==> config.mk <==
export PLATFORM = sky130hd
export DESIGN_NAME = seq_onehot_decoder
export DESIGN_NICKNAME = d
export VERILOG_FILES = /design/src/rtl/seq_decoder_pkg.sv /design/src/rtl/tick_prescaler.sv /design/src/rtl/seq_onehot_decoder.sv
export SDC_FILE = /design/constraint.sdc
export NUM_CORES = 1
export LEC_CHECK = 0
export BUFFER_PORTS_ARGS = -buffer_cell sky130_fd_sc_hd__buf_2
export CELL_PAD_IN_SITES_DETAIL_PLACEMENT = 0
export CELL_PAD_IN_SITES_GLOBAL_PLACEMENT = 1
export CORE_MARGIN = 4
export CORE_UTILIZATION = 38
export DETAILED_ROUTE_END_ITERATION = 7
export GPL_TIMING_DRIVEN = 0
export PLACE_DENSITY = 0.9
export SLEW_MARGIN = 20
export SYNTH_ARGS = -nofsm -noshare
export SYNTH_HDL_FRONTEND = slang
export SYNTH_SLANG_ARGS = --single-unit
==> constraint.sdc <==
create_clock -name clk -period 3.2 [get_ports clk]
set_input_delay 0.64 -clock clk [delete_from_list [all_inputs] [get_ports clk]]
set_output_delay 0.64 -clock clk [all_outputs]
set_load 0.01 [all_outputs]
==> src/rtl/seq_decoder_pkg.sv <==
// -----------------------------------------------------------------------------
// seq_decoder_pkg
//
// Purpose:
//   Shared definitions for the sequential one-hot decoder and its helpers:
//   the control state type and the symbolic values of the mode and scan
//   direction inputs.
//
// Contents:
//   state_t      - decoder control state (IDLE, DIRECT, SCAN)
//   MODE_DIRECT  - mode input value selecting direct decode
//   MODE_SCAN    - mode input value selecting free-running scan
//   DIR_UP       - dir input value: scan index increments
//   DIR_DOWN     - dir input value: scan index decrements
// -----------------------------------------------------------------------------
package seq_decoder_pkg;

   typedef enum logic [1:0] {
      IDLE   = 2'd0,
      DIRECT = 2'd1,
      SCAN   = 2'd2
   } state_t;

   localparam logic MODE_DIRECT = 1'b0;
   localparam logic MODE_SCAN   = 1'b1;

   localparam logic DIR_UP      = 1'b0;
   localparam logic DIR_DOWN    = 1'b1;

endpackage : seq_decoder_pkg

==> src/rtl/tick_prescaler.sv <==
// -----------------------------------------------------------------------------
// tick_prescaler
//
// Purpose:
//   Free-running DIV_W-bit prescaler. While enabled it counts up every cycle
//   and reports the cycle in which the count equals the terminal value div.
//   In that cycle the count reloads to zero, so one tick period is div+1
//   clock cycles. Meant for reuse by scanners, blinkers and debouncers.
//
// Ports:
//   clk   in   rising-edge clock
//   rst   in   asynchronous active-high reset, clears the count
//   clr   in   synchronous clear; wins over en and suppresses tick
//   en    in   count enable
//   div   in   terminal count (DIV_W bits)
//   tick  out  high in the cycle the count matches div (combinational
//              from the count register and div; the user registers it)
//
// Notes:
//   div may change at any time. It is only consulted at the compare, so a
//   new value takes effect at the next compare. If the count is already
//   above the new div it keeps counting, wraps at 2**DIV_W and then matches.
// -----------------------------------------------------------------------------
module tick_prescaler #(
   parameter int DIV_W = 4
) (
   input  logic             clk,
   input  logic             rst,
   input  logic             clr,
   input  logic             en,
   input  logic [DIV_W-1:0] div,
   output logic             tick
);

   logic [DIV_W-1:0] cnt_q;
   logic [DIV_W-1:0] cnt_d;
   logic             match;

   assign match = (cnt_q == div);
   assign tick  = en & ~clr & match;

   always_comb begin
      cnt_d = cnt_q;
      if (clr) begin
         cnt_d = '0;
      end else if (en) begin
         // The natural DIV_W-bit overflow gives the wrap at 2**DIV_W.
         cnt_d = match ? '0 : cnt_q + DIV_W'(1);
      end
   end

   always_ff @(posedge clk or posedge rst) begin
      if (rst) begin
         cnt_q <= '0;
      end else begin
         cnt_q <= cnt_d;
      end
   end

endmodule : tick_prescaler

==> src/rtl/seq_onehot_decoder.sv <==
// -----------------------------------------------------------------------------
// seq_onehot_decoder
//
// Purpose:
//   Registered SEL_W-to-2**SEL_W one-hot decoder with two modes:
//     direct - decodes the external select every cycle (one-cycle latency)
//     scan   - free-runs an internal index over all outputs, advancing once
//              every div+1 cycles, up or down, for digit/row scanning.
//   With ACTIVE_LOW=1 the output is one-cold (selected line 0, others 1).
//
// Ports:
//   clk          in   rising-edge clock
//   rst          in   asynchronous active-high reset
//   en           in   block enable; 0 drives the outputs inactive
//   mode         in   0 = direct decode, 1 = scan
//   sel          in   direct-mode index; start index when scan is entered
//   div          in   scan prescaler terminal count
//   dir          in   scan direction: 0 = increment, 1 = decrement
//   d            out  decoded one-hot / one-cold output (registered)
//   idx          out  index currently driving d (registered)
//   valid        out  1 when d holds a decoded value (registered)
//   tick         out  one-cycle pulse in the cycle d moves to a new scan
//                     index (registered)
//   state_dbg_o  out  current control state (state_t encoding)
//
// Interface timing:
//   There is no handshake. Inputs are sampled on every rising edge and all
//   outputs are registered, so every output reflects the inputs seen at the
//   previous edge and no input reaches an output combinationally.
// -----------------------------------------------------------------------------
module seq_onehot_decoder
   import seq_decoder_pkg::*;
#(
   parameter int SEL_W      = 2,
   parameter int DIV_W      = 4,
   parameter bit ACTIVE_LOW = 1'b0
) (
   input  logic                  clk,
   input  logic                  rst,
   input  logic                  en,
   input  logic                  mode,
   input  logic [SEL_W-1:0]      sel,
   input  logic [DIV_W-1:0]      div,
   input  logic                  dir,
   output logic [(1<<SEL_W)-1:0] d,
   output logic [SEL_W-1:0]      idx,
   output logic                  valid,
   output logic                  tick,
   output logic [1:0]            state_dbg_o
);

   localparam int OUT_N = 1 << SEL_W;

   // XOR mask applied to the raw one-hot value; also the inactive level.
   localparam logic [OUT_N-1:0] POL_MASK = {OUT_N{ACTIVE_LOW}};

   // ---------------------------------------------------------------------------
   // Control state
   // ---------------------------------------------------------------------------
   state_t state_q;
   state_t state_d;

   always_comb begin
      state_d = state_q;
      if (!en) begin
         state_d = IDLE;
      end else if (mode == MODE_SCAN) begin
         state_d = SCAN;
      end else begin
         state_d = DIRECT;
      end
   end

   // Scan continues only when we were already scanning and stay scanning;
   // any other way into SCAN is an entry, which reloads from sel and
   // restarts the prescaler.
   logic scan_hold;
   assign scan_hold = (state_q == SCAN) && (state_d == SCAN);

   // ---------------------------------------------------------------------------
   // Scan prescaler: counts only while scanning continues, cleared otherwise
   // (idle, direct, and the scan entry cycle).
   // ---------------------------------------------------------------------------
   logic presc_tick;

   tick_prescaler #(
      .DIV_W (DIV_W)
   ) u_prescaler (
      .clk  (clk),
      .rst  (rst),
      .clr  (~scan_hold),
      .en   (scan_hold),
      .div  (div),
      .tick (presc_tick)
   );

   // ---------------------------------------------------------------------------
   // Output registers
   // ---------------------------------------------------------------------------
   logic [OUT_N-1:0] d_q, d_d;
   logic [SEL_W-1:0] idx_q, idx_d;
   logic             valid_q, valid_d;
   logic             tick_q, tick_d;

   // OUT_N is exactly 2**SEL_W, so SEL_W-bit wrap is the required modulo.
   logic [SEL_W-1:0] idx_step;
   assign idx_step = (dir == DIR_DOWN) ? idx_q - SEL_W'(1) : idx_q + SEL_W'(1);

   logic [OUT_N-1:0] onehot;

   always_comb begin
      idx_d   = idx_q;
      valid_d = 1'b0;
      tick_d  = 1'b0;
      onehot  = '0;

      unique case (state_d)
         IDLE: begin
            // idx keeps its last value while idle.
            idx_d = idx_q;
         end
         DIRECT: begin
            idx_d   = sel;
            valid_d = 1'b1;
         end
         SCAN: begin
            valid_d = 1'b1;
            if (!scan_hold) begin
               idx_d = sel;
            end else if (presc_tick) begin
               idx_d  = idx_step;
               tick_d = 1'b1;
            end
         end
         default: begin
            idx_d = idx_q;
         end
      endcase

      if (valid_d) begin
         onehot = OUT_N'(1) << idx_d;
      end
      d_d = onehot ^ POL_MASK;
   end

   always_ff @(posedge clk or posedge rst) begin
      if (rst) begin
         state_q <= IDLE;
         d_q     <= POL_MASK;
         idx_q   <= '0;
         valid_q <= 1'b0;
         tick_q  <= 1'b0;
      end else begin
         state_q <= state_d;
         d_q     <= d_d;
         idx_q   <= idx_d;
         valid_q <= valid_d;
         tick_q  <= tick_d;
      end
   end

   assign d           = d_q;
   assign idx         = idx_q;
   assign valid       = valid_q;
   assign tick        = tick_q;
   assign state_dbg_o = state_q;

endmodule : seq_onehot_decoder

After elaboration in Yosys (flattened, before gate mapping) --
Index checks and enable logic that the tools add are counted.
Storage, ports and cells: bits in registers 14, input port bits 11, output and inout port bits 10, word-level logic and storage cells 30
Cells by class: add/sub/neg operators 3, mux-type cells 13, shift operators 1, eq/ne operators 4, bitwise operators 1, reductions and logical operators 2
Operators by type and width (count):
- $mux 4 | 3
- $mux 2 | 5
- $add 4x1->4 const B | 1
- $eq 2x2->1 const B | 2
- $eq 4x4->1 | 1
- $mux 1 | 4
- $pmux 2 s2 | 1
- $shl 1x2->4 const A | 1
- $add 2x1->2 const B | 1
- $eq 2x1->1 const B | 1
- $reduce_or 2->1 | 1
- $sub 2x1->2 const B | 1
- $and 1x1->1 | 1
- $logic_and 1x1->1 | 1

Longest topological paths before layout --
Gate-level depths: netlist of the first run.
word-level depth 10, depth in mapped cells 5, gate-level depth less buffers 5

By module --
A second synthesis of the first run with hierarchy kept.
Unflattened totals: cells, all modules 84, area total of the unflattened synthesis 838.3 sq um
By module, submodules not included:
- seq_onehot_decoder | area an instance 540.5 sq um, instances 1, sequential area each 250.2 sq um, cells each 56
- tick_prescaler | area an instance 297.8 sq um, instances 1, sequential area each 100.1 sq um, cells each 28

Worst setup path before layout of the first run --
OpenSTA, ideal clock, no wires.
path kind input to register, start input div[2], end register d_q[2], in the netlist d[2], arrival 1.642 ns, path buffers 0, data required time 3.080 ns, setup time 0.120 ns, slack 1.438 ns, cell stages on the path 5, cells stage by stage xnor2_1 nand4_2 o21a_1 o31a_4 and3_1
On the way: cells in the longest elaborated chain, start to end 7
Ends and longest elaborated chain:
- start, declared | RTL line seq_onehot_decoder.sv:43 | input logic [DIV_W-1:0] div,
- $eq 4x4->1 | RTL line tick_prescaler.sv:39 | assign match = (cnt_q == div);
- $and 1x1->1 | RTL line tick_prescaler.sv:40 | assign tick = en & ~clr & match;
- $mux 2 | RTL line seq_onehot_decoder.sv:130 | end else if (presc_tick) begin
- $mux 2 | RTL line seq_onehot_decoder.sv:128 | if (!scan_hold) begin
- $pmux 2 s2 | RTL line seq_onehot_decoder.sv:117 | unique case (state_d)
- via idx_d[1] | RTL line seq_onehot_decoder.sv:101 | logic [SEL_W-1:0] idx_q, idx_d;
- $shl 1x2->4 | RTL line seq_onehot_decoder.sv:141 | onehot = OUT_N'(1) << idx_d;
- $mux 4 | RTL line seq_onehot_decoder.sv:140 | if (valid_d) begin
- via d_d[2] | RTL line seq_onehot_decoder.sv:100 | logic [OUT_N-1:0] d_q, d_d;
- end signal, assigned | RTL line seq_onehot_decoder.sv:149 | d_q <= POL_MASK;
- end signal, assigned | RTL line seq_onehot_decoder.sv:155 | d_q <= d_d;
- end, declared | RTL line seq_onehot_decoder.sv:100
The timed path passes the listed nets, and every way through them passes these cells.

Worst setup path after layout of the first run --
Ends and elaborated chain as after synthesis.

==> results.py, run 1 <==
metrics = {
    "run_status": {
        "run_status": "finished clean",
    },
    "power": {
        "vdd_drop_max_mv": 0.225,
        "power_density_mw_per_mm2": 436,
        "power_frac_comb_pct": 15.4,
        "leakage_nw": 0.388,
        "clkPwrFrac_pct": 28.0,
        "internal_power_mw": 0.252,
        "swShare_pct": 24.7,
        "p_sw_mw": 0.0827,
        "sequentialPowerShare_pct": 56.6,
    },
    "routing": {
        "routed_wirelength_um": 1180,
        "dr.pass1.iters": 4,
        "routed-via-count": 470,
        "post-route-drc-count": 0,
        "drt_iter0_markers": 4,
        "postRouteAntennaNets": 0,
        "wl_per_cell_um": 12.3,
        "vias_per_cell": 4.90,
    },
    "floorplan": {
        "coreArea_mm2": 0.00152,
        "pin_count": 21,
        "die_h_um": 48.6,
        "initial_core_util_pct": 41.1,
        "rows": 14,
        "die_x_um": 48.6,
        "die-area_mm2": 0.00236,
    },
    "placed_design": {
        "gp_congestion": 0.802,
        "dp_cells": 93,
        "hpwl_um": 929,
        "placed_area_um2": 746,
        "portBuffers": 20,
        "pre_cts_ws_ns": 1.22,
    },
    "timing": {
        "period_needed_ns": 1.68,
        "worst_pin_slew_ns": 0.514,
        "finalHoldViolCount": 0,
        "rsz0062_at_grt": "false",
        "drv_slew": 0,
        "worst_clock_skew_ns": 0.00182,
        "period_share_pct": 52.6,
        "tns_ns": 0,
        "timing.final.ws_setup_ns": 1.52,
        "max_clock_freq_mhz": 594,
        "setup_violations": 0,
        "slew_headroom_pct": 65.7,
    },
    "synthesis": {
        "ys_seq_area_share_pct": 56.0,
        "synth_top_flop_cell": "dfrtp_1",
        "synth_top_area_share_pct": 56.0,
        "ys_types": 23,
        "synthesis.area_um2": 626,
        "synth_most_common_cell": "dfrtp_1",
        "synthArstFlopShare_pct": 100,
        "yosys_warnings": 0,
        "synthTopCellsByCount": "dfrtp_1 (14), nor2_1 (8), xnor2_1 (7)",
        "ys_ff_latch": 14,
        "synth_nets": 69,
        "synth_area_leader_cell": "dfrtp_1",
        "syn_inst": 57,
        "synth_edf_count": 0,
        "synth.avg_cell_area_um2": 11.0,
        "synth_top_cells_by_area": "dfrtp_1 (56%), xnor2_1 (9.8%), nor2_1 (4.8%), o31a_4 (2.8%), inv_1 (2.4%)",
    },
    "clock_network": {
        "numCtsBuffers": 3,
        "cts_root_buf": "clkbuf_4",
        "cts_max_path_buffers": 2,
        "cts_tree": "done",
        "ctsHtreeMaxLevel": 1,
        "cts_setup_buffers": 0,
        "path_clk_slew_ns": 0.08,
        "cts.sinks": 14,
        "ctsResizeCount": 0,
        "insertion_delay_ns": 0.27,
        "hold_buffers": 0,
    },
    "setup_path": {
        "start_kind": "input pin",
        "required_ns": 3.36,
        "cp-end-kind": "flip-flop",
        "crit_fanout": 5,
        "criticalPathCategory": "input pin to flip-flop",
        "arrival_ns": 1.85,
    },
    "final_layout": {
        "postLayoutCellArea_um2": 768,
        "syn2layout_area_growth_pct": 22.8,
        "drive_gt1_share_pct": 32.5,
        "fin_cells": 96,
        "final_nets": 94,
        "antenna_cells": 0,
        "utilization_pct": 50.4,
    },
    "global_routing": {
        "grt_usage_pct": 11.2,
        "grt_pass1_wl_um": 2080,
        "antenna_found_initial": 0,
        "grt_max_degree": 15,
        "overflow": 0,
        "grt_pass1_vias": 496,
    },
    "worst_hold_path": {
        "hold_path.class": "input pin to async pin",
    },
    "job": {
        "drv_cap": 0,
    },
}
-- cell type report --
class / count / area [um^2]
clock buffers: 3 / 22.5
repair buffers: 20 / 100
multi-input cells: 38 / 256
fillers: 150 / 756
inverters: 4 / 15.0
well taps: 16 / 20.0
flip-flops and latches: 14 / 350
plain buffers: 1 / 3.75
-- worst max-delay path, cell delays in order --
cell and delay (ns):
buf_2 0.10, xnor2_1 0.18, nand4_2 0.19, o21a_1 0.23
o31a_4 0.30, and3_1 0.19
-- per-stage QoR --
step	hold slack [ns]	total power, mW
finish	0.386	0.335
floorplan	0.472	0.225
CTS	0.401	0.342
global placement	0.495	0.244
detailed placement	0.506	0.245
global route	0.431	0.357
-- sequential cells by signal (all words and copies together) (netlist names) --
signal / flops
u_prescaler.cnt_q: 4
tick: 1
idx: 2
d: 4
valid: 1
state_dbg_o: 2
-- worst paths after layout --
path	start	end	slack [ns]	cells past startpoint
setup / recovery	div[2]	d[2]$_DFF_PP0_	1.52	6
hold / removal	rst	d[0]$_DFF_PP0_	0.39	2
setup reg to reg	u_prescaler.cnt_q[1]$_DFF_PP0_	d[2]$_DFF_PP0_	1.56	5
hold reg to reg	u_prescaler.cnt_q[0]$_DFF_PP0_	u_prescaler.cnt_q[0]$_DFF_PP0_	0.52	1
max in group asynchronous	rst	state_dbg_o[0]$_DFF_PP0_	2.47	2
min in group clk	u_prescaler.cnt_q[0]$_DFF_PP0_	u_prescaler.cnt_q[0]$_DFF_PP0_	0.52	1
-- cells in the final DEF (no fill, tap or decap), types with 2 or more instances in the layout --
cell type,count
clkbuf_4,3
o21ai_0,2
buf_2,20
inv_1,4
a21oi_1,2
nand3_1,2
nor2_1,8
xnor2_1,7
nand2_1,2
nor2b_1,2
dfrtp_1,14
-- kinds of logic (layout without fill, tap and decap cells) --
family,after synthesis,in the layout,synth area share (%)
flip-flops,14,14,56.0
adder cells (fa/ha/maj),1,1,2.00
XOR/XNOR,8,8,11.2
AO/OA/AOI/OAI,9,9,10.4
AND/OR/NAND/NOR,20,20,17.4
buffers and inverters,5,28,3.00
-- power groups by stage --
stage / logic (mW) / clock network (mW) / registers, mW
global route: 0.0578 / 0.108 / 0.190
floorplan: 0.0275 / 0 / 0.197
finish: 0.0515 / 0.0938 / 0.189
global placement: 0.0511 / 0 / 0.193
detailed placement: 0.0522 / 0 / 0.193
CTS: 0.0524 / 0.0999 / 0.189
-- per-layer routing --
metal / track usage, % / wire length (um) / up-vias
li1: - / - / 233
met4: 5.38 / 7 / 0
met3: 3.68 / 81 / 2
met2: 18.7 / 593 / 17
met1: 12.6 / 499 / 218
met5: 0 / 0 / -
Power figures use the tool's default switching activity.
==> run 2, diff against run 1 <==
--- a/config.mk
+++ b/config.mk
@@ -9,10 +9,10 @@
 export CELL_PAD_IN_SITES_DETAIL_PLACEMENT = 0
 export CELL_PAD_IN_SITES_GLOBAL_PLACEMENT = 1
 export CORE_MARGIN = 4
-export CORE_UTILIZATION = 38
+export CORE_UTILIZATION = 32
 export DETAILED_ROUTE_END_ITERATION = 7
 export GPL_TIMING_DRIVEN = 0
-export PLACE_DENSITY = 0.9
+export PLACE_DENSITY = 0.82
 export SLEW_MARGIN = 20
 export SYNTH_ARGS = -nofsm -noshare
 export SYNTH_HDL_FRONTEND = slang
==> constraint.sdc (replaced) <==
create_clock -name clk -period 1.5 [get_ports clk]
set_input_delay 0.3 -clock clk [delete_from_list [all_inputs] [get_ports clk]]
set_output_delay 0.3 -clock clk [all_outputs]
set_load 0.01 [all_outputs]
==> run 2 against run 1 <==
  * The flow now finishes with violations (setup timing)
  * Critical endpoint unchanged
  * Clock skew about the same
  * Setup slack got worse by 1.5 ns
  * Largest cell class unchanged
  * Utilization decreased by 2.3 points
==> results.py, run 2 (synthesis gave the netlist of run 1 again) <==
metrics = {
    "power": {
        "swShare_pct": 24.9,
        "vdd_drop_max_mv": 0.498,
        "internal_power_mw": 0.547,
        "clkPwrFrac_pct": 27.2,
        "finalPower_mw": 0.728,
        "sequentialPowerShare_pct": 55.8,
        "leakage_nw": 0.438,
        "p_sw_mw": 0.181,
        "power_frac_comb_pct": 17.0,
        "power_density_mw_per_mm2": 848,
    },
    "routing": {
        "wl_per_cell_um": 11.1,
        "drt_iter0_markers": 8,
        "dr.pass1.iters": 2,
        "vias_per_cell": 4.47,
        "postRouteAntennaNets": 0,
        "post-route-drc-count": 0,
        "routed_wirelength_um": 1210,
        "routed-via-count": 487,
    },
    "global_routing": {
        "antenna_found_initial": 0,
        "overflow": 0,
        "grt_usage_pct": 9.81,
        "grt_pass1_vias": 464,
        "grt_pass1_wl_um": 1950,
        "grt_max_degree": 15,
    },
    "placed_design": {
        "portBuffers": 20,
        "gp_congestion": 0.767,
        "hpwl_um": 876,
        "placed_area_um2": 757,
    },
    "timing": {
        "period_needed_ns": 1.51,
        "hold_slack_ns": 0.0487,
        "worst_clock_skew_ns": 0.00152,
        "worst_pin_slew_ns": 0.515,
        "timing.final.ws_setup_ns": -0.0131,
        "finalHoldViolCount": 0,
        "tns_ns": -0.0131,
        "setup_violations": 1,
        "rsz0062_at_grt": "true",
        "slew_headroom_pct": 65.7,
        "drv_slew": 0,
        "period_share_pct": 101,
        "max_clock_freq_mhz": 661,
    },
    "setup_path": {
        "worstReg2RegStart": "u_prescaler.cnt_q[2]$_DFF_PP0_",
        "required_ns": 1.66,
        "start_kind": "flip-flop",
        "worst_r2r_endpoint": "d[2]$_DFF_PP0_",
        "cp-end-kind": "flip-flop",
        "rr_worst_depth": 5,
        "crit_fanout": 5,
        "arrival_ns": 1.68,
        "criticalPathCategory": "flip-flop to flip-flop",
        "ff2ff_setup_slack_ns": -0.01,
    },
    "clock_network": {
        "path_clk_slew_ns": 0.07,
        "cts_root_buf": "clkbuf_4",
        "cts.sinks": 14,
        "insertion_delay_ns": 0.27,
        "cts_tree": "done",
        "ctsHtreeMaxLevel": 1,
        "hold_buffers": 0,
        "cts_max_path_buffers": 2,
        "numCtsBuffers": 3,
    },
    "final_layout": {
        "final_nets": 98,
        "layout_common_cells": "buf_2 (20), dfrtp_1 (14), nor2_1 (8)",
        "postLayoutCellArea_um2": 858,
        "antenna_cells": 0,
        "syn2layout_area_growth_pct": 37.2,
        "drive_gt1_share_pct": 44.0,
        "final_common_cell": "buf_2",
    },
    "run_status": {
        "run_status": "complete, but fails checks",
        "violations": "setup timing",
    },
    "floorplan": {
        "die_x_um": 52.2,
        "die-area_mm2": 0.00273,
        "die_h_um": 52.2,
        "coreArea_mm2": 0.00178,
        "initial_core_util_pct": 35.1,
        "rows": 15,
        "pin_count": 21,
    },
    "job": {
        "drv_cap": 0,
    },
    "worst_hold_path": {
        "hold_path.class": "input pin to async pin",
    },
}
[run 2: cell count changes in the layout (fill, tap and decap cells not counted)]
cell / delta
xnor2_1: -5
xnor2_2: +5
buf_4: +4
nor2b_1: -1
nor2b_4: +1
o21ai_0: -1
o21ai_2: +1
[run 2: through the flow]
step	setup WS [ns]	std cells	utilization, %
2_1_floorplan	-0.0151	57	-
3_3_place_gp	-0.121	102	42.5
3_5_place_dp	-0.135	102	42.5
4_1_cts	-0.0410	109	45.8
5_1_grt	-0.0966	109	48.1
6_report	-0.0131	109	48.1
[run 2: routing by layer]
metal	track usage, %	part of all wire, %	vias to the layer above
li1	-	-	241
met1	12.1	43	229
met2	15.1	48	17
met3	5.13	9.2	0
met4	2.55	0	0
met5	0	0	-
[run 2: cell type report]
type	count	area, um^2
fill	178	925
multi-input combinational	38	305
timing repair buffer	24	130
inverter	4	15.0
clock buffer	3	22.5
sequential	14	350
tap	25	31.3
buffer	1	3.75
[run 2: timing repair]
item,in CTS,in global routing
hold endpoints to repair,0,0
buffers inserted,4,0
pin swaps,5,3
setup endpoints to repair,4,5
resized for setup,2,7
[run 2: worst max path at each step]
stage	slack, ns	from	endpoint
after detailed placement	-0.14	u_prescaler.cnt_q[0]$_DFF_PP0_	d[2]$_DFF_PP0_
after global routing	-0.1	u_prescaler.cnt_q[3]$_DFF_PP0_	d[2]$_DFF_PP0_
after floorplan	-0.02	u_prescaler.cnt_q[2]$_DFF_PP0_	d[2]$_DFF_PP0_
after global placement	-0.12	div[3]	d[2]$_DFF_PP0_
after CTS	-0.04	u_prescaler.cnt_q[2]$_DFF_PP0_	d[2]$_DFF_PP0_
final	-0.01	u_prescaler.cnt_q[2]$_DFF_PP0_	d[2]$_DFF_PP0_
[run 2: power by group through the flow]
stage	Combinational (mW)	Sequential (mW)	Clock, mW
floorplan	0.0587	0.420	0
global placement	0.110	0.411	0
detailed placement	0.111	0.412	0
CTS	0.116	0.405	0.207
global route	0.139	0.409	0.221
finish	0.124	0.406	0.198
[run 2: critical path, stage by stage, from the launching register on]
cell     delay [ns]
dfrtp_1        0.42
xnor2_2        0.18
nand4_2        0.13
o21a_1         0.21
o31a_4         0.30
and3_1         0.18
==> run 3, diff against run 2 <==
--- a/config.mk
+++ b/config.mk
@@ -9,10 +9,10 @@
 export CELL_PAD_IN_SITES_DETAIL_PLACEMENT = 0
 export CELL_PAD_IN_SITES_GLOBAL_PLACEMENT = 1
 export CORE_MARGIN = 4
-export CORE_UTILIZATION = 32
+export CORE_UTILIZATION = 38
 export DETAILED_ROUTE_END_ITERATION = 7
 export GPL_TIMING_DRIVEN = 0
-export PLACE_DENSITY = 0.82
+export PLACE_DENSITY = 0.79
 export SLEW_MARGIN = 20
 export SYNTH_ARGS = -nofsm -noshare
 export SYNTH_HDL_FRONTEND = slang
==> constraint.sdc (replaced) <==
create_clock -name clk -period 1.8 [get_ports clk]
set_input_delay 0.36 -clock clk [delete_from_list [all_inputs] [get_ports clk]]
set_output_delay 0.36 -clock clk [all_outputs]
set_load 0.01 [all_outputs]
==> run 3 against run 2 <==
  * The run now ends clean
  * Via count decreased by 4.3%
  * Power decreased by 19%
  * Clock skew increased by 0.0018 ns
  * Sequential share of layout area increased by 4.8 points
  * Register-to-register slack improved by 0.17 ns
  * Final area decreased by 10%
  * Count of clock-buffer cells in the layout unchanged
  * Sequential cell count unchanged
  * Utilization increased by 2.3 points
  * Final cell count decreased by 12%
  * Worst hold slack improved by 0.057 ns
  * First-iteration DRC count decreased by 38%
  * Critical path type unchanged
  * Critical endpoint unchanged
  * Largest cell class unchanged
  * Largest power group unchanged
==> results.py, run 3 (synthesis gave the netlist of run 1 again) <==
metrics = {
    "final_layout": {
        "multi_input_area_um2": 256,
        "final_common_cell": "buf_2",
        "seq_area_um2": 350,
        "drive_gt1_share_pct": 32.5,
        "fillCellCount": 155,
        "final_nets": 94,
        "antenna_cells": 0,
        "layout_common_cells": "buf_2 (20), dfrtp_1 (14), nor2_1 (8)",
        "syn2layout_area_growth_pct": 22.8,
    },
    "floorplan": {
        "initial_core_util_pct": 41.1,
        "die-area_mm2": 0.00236,
        "coreArea_mm2": 0.00152,
        "die_h_um": 48.6,
        "rows": 14,
        "die_x_um": 48.6,
        "pin_count": 21,
    },
    "timing": {
        "rsz0062_at_grt": "false",
        "setup_violations": 0,
        "period_share_pct": 91.1,
        "finalHoldViolCount": 0,
        "tns_ns": 0,
        "worst_clock_skew_ns": 0.00328,
        "period_needed_ns": 1.64,
        "drv_slew": 0,
        "worst_pin_slew_ns": 0.504,
        "timing.final.ws_setup_ns": 0.161,
        "max_clock_freq_mhz": 610,
        "slew_headroom_pct": 66.4,
    },
    "setup_path": {
        "start_kind": "flip-flop",
        "crit_chain": "xnor2_1 > nand4_2 > o21a_1 > o31a_4 > and3_1",
        "slowest_delay_ns": 0.41,
        "criticalPathCategory": "flip-flop to flip-flop",
        "arrival_ns": 1.79,
        "slowest_stage": "dfrtp_1",
        "required_ns": 1.96,
        "rr_worst_depth": 5,
        "cp-end-kind": "flip-flop",
        "crit_fanout": 5,
    },
    "clock_network": {
        "cts_setup_buffers": 0,
        "numCtsBuffers": 3,
        "path_clk_slew_ns": 0.07,
        "cts_root_buf": "clkbuf_4",
        "insertion_delay_ns": 0.26,
        "hold_buffers": 0,
        "cts_max_path_buffers": 2,
        "cts.sinks": 14,
        "cts_tree": "done",
        "ctsResizeCount": 0,
        "ctsHtreeMaxLevel": 1,
    },
    "power": {
        "leakage_nw": 0.388,
        "vdd_drop_max_mv": 0.388,
        "power_density_mw_per_mm2": 767,
    },
    "global_routing": {
        "antenna_found_initial": 0,
        "grt_max_degree": 15,
        "grt_pass1_vias": 461,
        "overflow": 0,
        "grt_pass1_wl_um": 1900,
        "grt_usage_pct": 9.89,
    },
    "routing": {
        "vias_per_cell": 4.85,
        "routed_wirelength_um": 1090,
        "routed-via-count": 466,
        "drt_iter0_markers": 5,
        "wl_per_cell_um": 11.3,
        "postRouteAntennaNets": 0,
        "post-route-drc-count": 0,
        "dr.pass1.iters": 4,
    },
    "job": {
        "drv_cap": 0,
    },
    "placed_design": {
        "pre_cts_ws_ns": 0.0851,
        "hpwl_um": 885,
        "portBuffers": 20,
        "gp_congestion": 0.742,
    },
    "worst_hold_path": {
        "hold_path.class": "input pin to async pin",
    },
    "run_status": {
        "run_status": "finished clean",
    },
}
-- run 3: cell type report --
type / count / area share, %
inverter: 4 / 1.95
tap: 16 / 2.61
sequential: 14 / 45.6
timing repair buffer: 20 / 13.0
buffer: 1 / 0.489
multi-input combinational: 38 / 33.4
clock buffer: 3 / 2.93
-- run 3: final timing paths --
path	startpoint	end	slack, ns
min	rst	idx[1]$_DFF_PP0_	0.11
max reg2reg	u_prescaler.cnt_q[1]$_DFF_PP0_	d[2]$_DFF_PP0_	0.16
max	u_prescaler.cnt_q[1]$_DFF_PP0_	d[2]$_DFF_PP0_	0.16
max in group asynchronous	rst	valid$_DFF_PP0_	1.36
min reg2reg	u_prescaler.cnt_q[0]$_DFF_PP0_	u_prescaler.cnt_q[0]$_DFF_PP0_	0.51
min in group clk	mode	state_dbg_o[0]$_DFF_PP0_	0.30
-- run 3: layer usage --
metal / share of wire [%] / global-route usage, %
met5: 0 / 0
met4: 0 / 2.69
met3: 8.6 / 3.37
met2: 49 / 16.7
met1: 42 / 11.8
-- run 3: stage by stage --
step	total power [mW]	cells	hold WS, ns	utilization (%)	cell area, um^2
after detailed placement	0.436	93	0.419	48.9	746
after floorplan	0.399	57	0.249	-	626
after global placement	0.434	93	0.408	48.9	746
after global routing	0.628	96	0.141	50.4	768
after CTS	0.599	96	0.124	50.4	768
final	0.589	96	0.106	50.4	768
-- run 3: critical path: cells and delay by family (launching register included) --
family / cells / cell delay, ns
AO/OA/AOI/OAI: 2 / 0.54
flip-flops: 1 / 0.41
AND/OR/NAND/NOR: 2 / 0.39
XOR/XNOR: 1 / 0.19
-- run 3: where the power goes --
| part | internal, mW | leakage (nW) | total (mW) | switching, mW |
|---|---|---|---|---|
| logic | 0.0422 | 0.189 | 0.0911 | 0.0489 |
| clock network | 0.0772 | 0.0138 | 0.162 | 0.0847 |
| registers | 0.328 | 0.185 | 0.336 | 0.00804 |
